**src/rtl/ext_mem_arbiter.sv**
```systemverilog
// ext_mem_arbiter: two-client round-robin arbitration of a single-port-read,
// single-port-write external memory. The read and write ports are arbitrated
// independently. A same-address read/write pair in one cycle gives the write
// precedence. Saturating counters track accepted reads and writes.
module ext_mem_arbiter #(
    parameter  int EXT_MEM_HEIGHT = 256,
    parameter  int EXT_MEM_WIDTH  = 32,
    parameter  int CNT_WIDTH      = 32,
    localparam int AW             = $clog2(EXT_MEM_HEIGHT),
    localparam int DW             = EXT_MEM_WIDTH
) (
    input  logic                 clk,
    input  logic                 arst_n_in,
    input  logic [1:0]           rd_valid,
    input  logic [AW-1:0]        rd0_addr,
    input  logic [AW-1:0]        rd1_addr,
    output logic [1:0]           rd_ready,
    output logic [1:0]           rd_rsp_valid,
    output logic [DW-1:0]        rd_rsp_data,
    input  logic [1:0]           wr_valid,
    input  logic [AW-1:0]        wr0_addr,
    input  logic [AW-1:0]        wr1_addr,
    input  logic [DW-1:0]        wr0_data,
    input  logic [DW-1:0]        wr1_data,
    output logic [1:0]           wr_ready,
    output logic [AW-1:0]        ext_mem_read_addr,
    output logic                 ext_mem_read_en,
    input  logic [DW-1:0]        ext_mem_qout,
    output logic [AW-1:0]        ext_mem_write_addr,
    output logic [DW-1:0]        ext_mem_din,
    output logic                 ext_mem_write_en,
    input  logic                 clear_counts,
    output logic [CNT_WIDTH-1:0] rd_count,
    output logic [CNT_WIDTH-1:0] wr_count
);

    localparam logic [CNT_WIDTH-1:0] CNT_MAX = '1;

    logic          rd_ptr;       // preferred read client when both request
    logic          wr_ptr;       // preferred write client when both request
    logic [1:0]    rsp_tag;      // one-hot client owed read data this cycle

    logic          rd_cand;
    logic          rd_sel;
    logic          rd_grant;
    logic          hazard;
    logic          wr_grant;
    logic          wr_sel;
    logic [AW-1:0] rd_addr_sel;
    logic [AW-1:0] wr_addr_sel;
    logic [DW-1:0] wr_data_sel;

    // Pick a candidate per port, then withhold the read on an address clash.
    // NOTE: every signal gets a value on every path so no latch is inferred.
    always_comb begin
        wr_grant    = |wr_valid;
        wr_sel      = (&wr_valid) ? wr_ptr : wr_valid[1];
        wr_addr_sel = wr_sel ? wr1_addr : wr0_addr;
        wr_data_sel = wr_sel ? wr1_data : wr0_data;
        rd_cand     = |rd_valid;
        rd_sel      = (&rd_valid) ? rd_ptr : rd_valid[1];
        rd_addr_sel = rd_sel ? rd1_addr : rd0_addr;
        hazard      = rd_cand && wr_grant && (rd_addr_sel == wr_addr_sel);
        rd_grant    = rd_cand && !hazard;
    end

    // Drive grants and memory strobes; address/data are zero with no grant.
    always_comb begin
        rd_ready           = 2'b00;
        wr_ready           = 2'b00;
        rd_ready[rd_sel]   = rd_grant;
        wr_ready[wr_sel]   = wr_grant;
        ext_mem_read_en    = rd_grant;
        ext_mem_write_en   = wr_grant;
        ext_mem_read_addr  = rd_grant ? rd_addr_sel : '0;
        ext_mem_write_addr = wr_grant ? wr_addr_sel : '0;
        ext_mem_din        = wr_grant ? wr_data_sel : '0;
        rd_rsp_valid       = rsp_tag;
        rd_rsp_data        = (|rsp_tag) ? ext_mem_qout : '0;
    end

    // Round-robin pointers flip away from the winner; the tag remembers who read.
    // NOTE: sequential state uses non-blocking assignments so all flops update together.
    always_ff @(posedge clk or negedge arst_n_in) begin
        if (!arst_n_in) begin
            rd_ptr  <= 1'b0;
            wr_ptr  <= 1'b0;
            rsp_tag <= 2'b00;
        end else begin
            if (rd_grant) rd_ptr <= ~rd_sel;
            if (wr_grant) wr_ptr <= ~wr_sel;
            rsp_tag <= rd_ready;
        end
    end

    // Saturating accepted-transfer counters; clear wins over a same-cycle increment.
    always_ff @(posedge clk or negedge arst_n_in) begin
        if (!arst_n_in) begin
            rd_count <= '0;
            wr_count <= '0;
        end else if (clear_counts) begin
            rd_count <= '0;
            wr_count <= '0;
        end else begin
            if (rd_grant && rd_count != CNT_MAX) rd_count <= rd_count + CNT_WIDTH'(1);
            if (wr_grant && wr_count != CNT_MAX) wr_count <= wr_count + CNT_WIDTH'(1);
        end
    end

endmodule

```
**config.mk**
```make
export PLATFORM = sky130hd
export DESIGN_NAME = ext_mem_arbiter
export DESIGN_NICKNAME = d
export VERILOG_FILES = /design/src/rtl/ext_mem_arbiter.sv
export SDC_FILE = /design/constraint.sdc
export NUM_CORES = 1
export LEC_CHECK = 0
export ABC_AREA = 0
export CAP_MARGIN = 20
export CORE_MARGIN = 1.5
export CORE_UTILIZATION = 30
export DETAILED_ROUTE_END_ITERATION = 6
export PLACE_DENSITY = 0.71
export SLEW_MARGIN = 10
export SYNTH_ARGS = -nofsm -noshare
export SYNTH_HDL_FRONTEND = slang
export SYNTH_SLANG_ARGS = --single-unit
```
**constraint.sdc**
```tcl
create_clock -name clk -period 4.02 [get_ports clk]
set_input_delay 1.005 -clock clk [delete_from_list [all_inputs] [get_ports clk]]
set_output_delay 1.005 -clock clk [all_outputs]
set_load 0.005 [all_outputs]
```
# Yosys cells after proc, flatten, opt, wreduce, memory -nomap -nowiden
# Cells that the tools add are included.
# classes
add_sub_neg,2
n_lt_le_gt_ge,4
reduce_logical,15
n_eq_ne,3
bitwise,4
n_mux,17
# op_table
op,n
$mux 32,7
$add 32x1->32 const B,2
$ne 32x32->1 const B,2
$mux 8,4
$eq 8x8->1,1
$logic_and 1x1->1,7
$reduce_or 2->1,3
$and 2x2->2,2
$lt 1x2->1 const B,2
$mux 1,4
$reduce_and 2->1,2
$reduce_bool 2->1,2
$demux 1 s1,2
$ge 1x1->1 const B,2
$not 1->1,2
$logic_not 1->1,1
# totals
ff_bits,68
in_bits,135
output_inout_bits,152

# Logic depth before layout (Yosys ltp)
# Gate-level depths: netlist of the first run.
# depth
ltp_word,10
mapped_depth,11
mapped_depth_nobuf,9

# Worst setup path after synthesis of the first run
# Ideal clock, no wire load.
# synth_timing
path_type,input-to-output
startpoint,in rd_valid[0]
endpoint,out rd_ready[1]
t_required_ns,3.015
path_slack_ns,0.191
cell_stages,9
arrival_time_ns,2.824
cell_sequence,nor2b_2 -> nor2_4 -> mux2i_1 -> mux2i_1 -> nand4_1 -> o31ai_4 -> buf_2 -> buf_2 -> nor3_1
# synth_via
elab_chain_len,8
word_cells_on_any_way,15
cone_classes,2 x order compare; 1 x eq/ne; 4 x mux; 1 x bitwise; 7 x reduce/logical
# synth_lines
element,line,text
"start, declared",14,"input logic [1:0] rd_valid,"
$reduce_and 2->1,61,rd_sel = (&rd_valid) ? rd_ptr : rd_valid[1];
$mux 1,61,
$mux 8,62,rd_addr_sel = rd_sel ? rd1_addr : rd0_addr;
$eq 8x8->1,63,hazard = rd_cand && wr_grant && (rd_addr_sel == wr_addr_sel);
$logic_and 1x1->1,63,
$logic_not 1->1,64,rd_grant = rd_cand && !hazard;
$logic_and 1x1->1,64,
$and 2x2->2 (no source line) (*),n/a,
"end, declared",17,"output logic [1:0] rd_ready,"
# Every way passes the cells marked *; elsewhere a longest branch is shown, timed or not.

# Worst setup path after layout of the first run
# layout_timing
startpoint,in rd_valid[0]
endpoint,out ext_mem_read_addr[2]
# layout_via
elab_chain_len,8
word_cells_on_any_way,10
cone_classes,1 x eq/ne; 3 x mux; 6 x reduce/logical
# layout_lines
element,line,text
$reduce_and 2->1,61,
$mux 1,61,
$mux 8,62,
$eq 8x8->1,63,
$logic_and 1x1->1,63,
$logic_not 1->1,64,
$logic_and 1x1->1,64,
$mux 8 (*),75,ext_mem_read_addr = rd_grant ? rd_addr_sel : '0;
"end, declared",26,"output logic [AW-1:0] ext_mem_read_addr,"
# Marked as above.

==> results.txt, run 1 <==
outcome - complete, no violations
Cell Pwr Density - 254 nW/um^2
crit end category - output port
post-route insts no fill - 1095
Yosys cell types - 48
max_cap viols - 0
via density per instance - 4.91
I/O Buffers - 286
WL final - 18500 um
Post-DRT Antenna Nets - 0
Max H-tree Level - 3
FP Rows - 44
Starting Density - 31.1%
Avg Synthesized Cell Area - 7.83 sq um
Post-Syn Nets - 721
ANT cells - 0
Seq pwr share - 33.4%
initial drt markers - 250
Via Count - 5380
setup TNS - 0 ns
Root Buffer - clkbuf_16
IO Count - 287
Die H - 126 um
CP max stage cell - o31ai_4
YS warnings - 0
Clk pin slew, worst setup/hold paths - 0.06 ns
worst hold stages - 1
#FFs+latches synth - 68
Layout area overhead - 82.0%
Slew Limit Fails - 0
Worst Skew - 0.00710 ns
drt first pass iters - 4
FF-to-FF path depth - 13
critical path required time - 3.01 ns
share of cells above drive strength 1 - 12.5%
Seq/Total Area, Yosys - 37.2%
Die Area - 16000 sq um
Slew HR - 33.1%
fin util - 56.6%
initial antenna violation count - 0
final hold vios - 0
global route overflow - 0
crit path DAT - 2.91 ns
hold slack - 0.552 ns
EDFF count, synth - 0
CP Launch Type - input port
Fmax - 256 MHz
first-pass GRT wire length - 28100 um
Final #Nets - 1043
logic gate share of total power - 29.2%
Clk Latency, worst-skew pair - 0.33 ns
power share of the clock group - 37.4%
HPWL Detailed - 14400 um
CTS buffer count - 9
CP Max Fanout - 5
hold crit path type - flip-flop to flip-flop
Worst VDD drop - 0.199 mV
crit share post-route - 97.3%
CP Cell Sequence - clkdlybuf4s15_2 > nor2b_4 > nor2_4 > buf_6 > mux2i_2 > buf_4 > xnor2_2 > nand4_2 > o31ai_4 > buf_6 > buf_6 > nor2_1 > buf_2
crit path kind - input port to output port
Gate Count Post-Synth - 584
maximum clock path buffer count - 2
Setup-failing EPs final - 0
Tmin final - 3.91 ns
Pwr Total - 0.00211 W
Leak - 3.32 nW
Final Wtd Congestion - 0.817
core area - 14700 sq um
Placed Instances - 1070
Synth Cell Area - 4570 sq um
Internal Pwr Total - 0.00155 W
RSZ-0062 raised after global routing - no
most used cell, CP - buf_6
P_sw - 0.000562 W
Async SR Flop Fraction - 100%
largest net degree at the start of global routing - 62
sw frac - 26.6%
Die Wd - 126 um
Tot GR Track Use - 22.3%
wire per inst - 16.9 um
Clock Sinks - 68
CTS tree - built
number of global-route vias before repair - 5128
top_reg_cell synth - dfrtp_1
Slew @ Worst Pin - 1.00 ns
Max stage delay on crit path - 0.28 ns
DRC viols - 0
## placed cells by master, fill, tap and decap left out, types with 7 or more instances in the layout
cell type,n
nand3_1,23
xnor2_1,11
buf_4,48
nand4_1,26
o21ai_0,59
inv_1,12
clkbuf_16,9
o31ai_1,7
nor2b_1,34
or3_1,24
dfrtp_1,68
or4_1,7
a21oi_1,36
mux2i_2,9
nor2_1,56
clkbuf_2,7
xor2_1,22
clkdlybuf4s50_1,269
nand2_1,92
## worst max-delay path: cells and delay by family
family | cells | cell delay [ns]
AND/OR/NAND/NOR | 4 | 0.43
multiplexers | 1 | 0.23
buffers and inverters | 6 | 0.86
AO/OA/AOI/OAI | 1 | 0.28
XOR/XNOR | 1 | 0.10
## per-stage QoR
stage	setup slack [ns]	cell area [sq um]
6_report	0.108	8330
5_1_grt	0.0250	8330
4_1_cts	0.00224	8310
3_5_place_dp	-0.645	7900
3_3_place_gp	-0.561	7900
2_1_floorplan	0.191	4570
## timing repair
item	CTS	global route
setup buffers	7	3
pin swaps	5	4
hold buffers	0	0
gates resized for setup	48	17
setup endpoints to repair	11	17
gates cloned	0	0
## cells by family after synthesis
logic type	synth area share, %
adders and majority gates	0.547
buffers and inverters	4.10
and+or+nand+nor	33.8
muxes	3.77
DFF	37.2
AOI/OAI and AO/OA	14.1
xor gates and xnor gates	6.51
## worst paths after layout
check	from	end	slack, ns
min	rd_ptr	rd_ptr	0.55
min reg2reg	rd_ptr	rd_ptr	0.55
min in group asynchronous	arst_n_in	wr_count[5]	0.76
max	rd_valid[0]	ext_mem_read_addr[2]	0.11
max in group asynchronous	arst_n_in	rd_count[7]	2.45
max reg2reg	rd_ptr	rd_count[0]	1.12
## power groups by stage
stage | clock, W | combinational [W] | sequential [W]
6_report | 0.000791 | 0.000617 | 0.000706
4_1_cts | 0.000799 | 0.000616 | 0.000706
2_1_floorplan | 0 | 0.000184 | 0.000717
5_1_grt | 0.000832 | 0.000667 | 0.000708
3_3_place_gp | 0 | 0.000599 | 0.000718
3_5_place_dp | 0 | 0.000600 | 0.000718
## synthesized netlist by cell type (2+ instances only)
| cell | n | area share [%] |
|---|---|---|
| nor4_2 | 2 | 0.55 |
| dfrtp_1 | 68 | 37 |
| inv_1 | 13 | 1.1 |
| nand3_1 | 23 | 2.5 |
| o21ai_0 | 59 | 6.5 |
| mux2_2 | 2 | 0.49 |
| or3_1 | 24 | 3.3 |
| and2_1 | 3 | 0.41 |
| and4_1 | 6 | 1.1 |
| and3_1 | 4 | 0.55 |
| clkbuf_1 | 26 | 2.1 |
| a21oi_1 | 37 | 4.0 |
| xor2_1 | 22 | 4.2 |
| xnor2_1 | 12 | 2.3 |
| mux2i_1 | 15 | 3.3 |
| buf_6 | 2 | 0.49 |
| or4_1 | 7 | 1.1 |
| ha_1 | 2 | 0.55 |
| o31ai_1 | 7 | 1.1 |
| nor4_1 | 4 | 0.55 |
| nand2_1 | 92 | 7.5 |
| nand2b_1 | 5 | 0.68 |
| buf_2 | 3 | 0.33 |
| a21o_1 | 2 | 0.33 |
| nor2_1 | 58 | 4.8 |
| nand4_1 | 26 | 3.6 |
| a21boi_0 | 2 | 0.33 |
| nor3_1 | 5 | 0.55 |
| nor2b_1 | 34 | 4.6 |
## routing by layer
metal / track usage [%] / wire (um) / vias up
met5: 0 / 0 / -
met4: 5.27 / 215 / 0
met3: 4.01 / 882 / 16
met2: 40.8 / 9690 / 148
met1: 27.0 / 7670 / 2537
li1: - / - / 2679
## state kept, by name, indices dropped and copies added, names as in the netlist
register      cells
rd_count         32
rd_ptr            1
rd_rsp_valid      2
wr_count         32
wr_ptr            1
## area by class of cell
type | instances | area, sq um
repair buffers | 342 | 3270
well taps | 184 | 230
clock buffers | 9 | 225
inverters | 14 | 52.6
flip-flops and latches | 68 | 1700
fillers | 1402 | 6370
clock inverters | 7 | 67.6
multi-input cells | 471 | 2780
Note: power is estimated with default switching activity, not from simulation.
==> run 2, diff against run 1 <==
Settings changed: CTS_CLUSTER_DIAMETER set to 60.
==> results of run 2 <==
The final DEF is identical to that of run 1; final timing and power are the same.
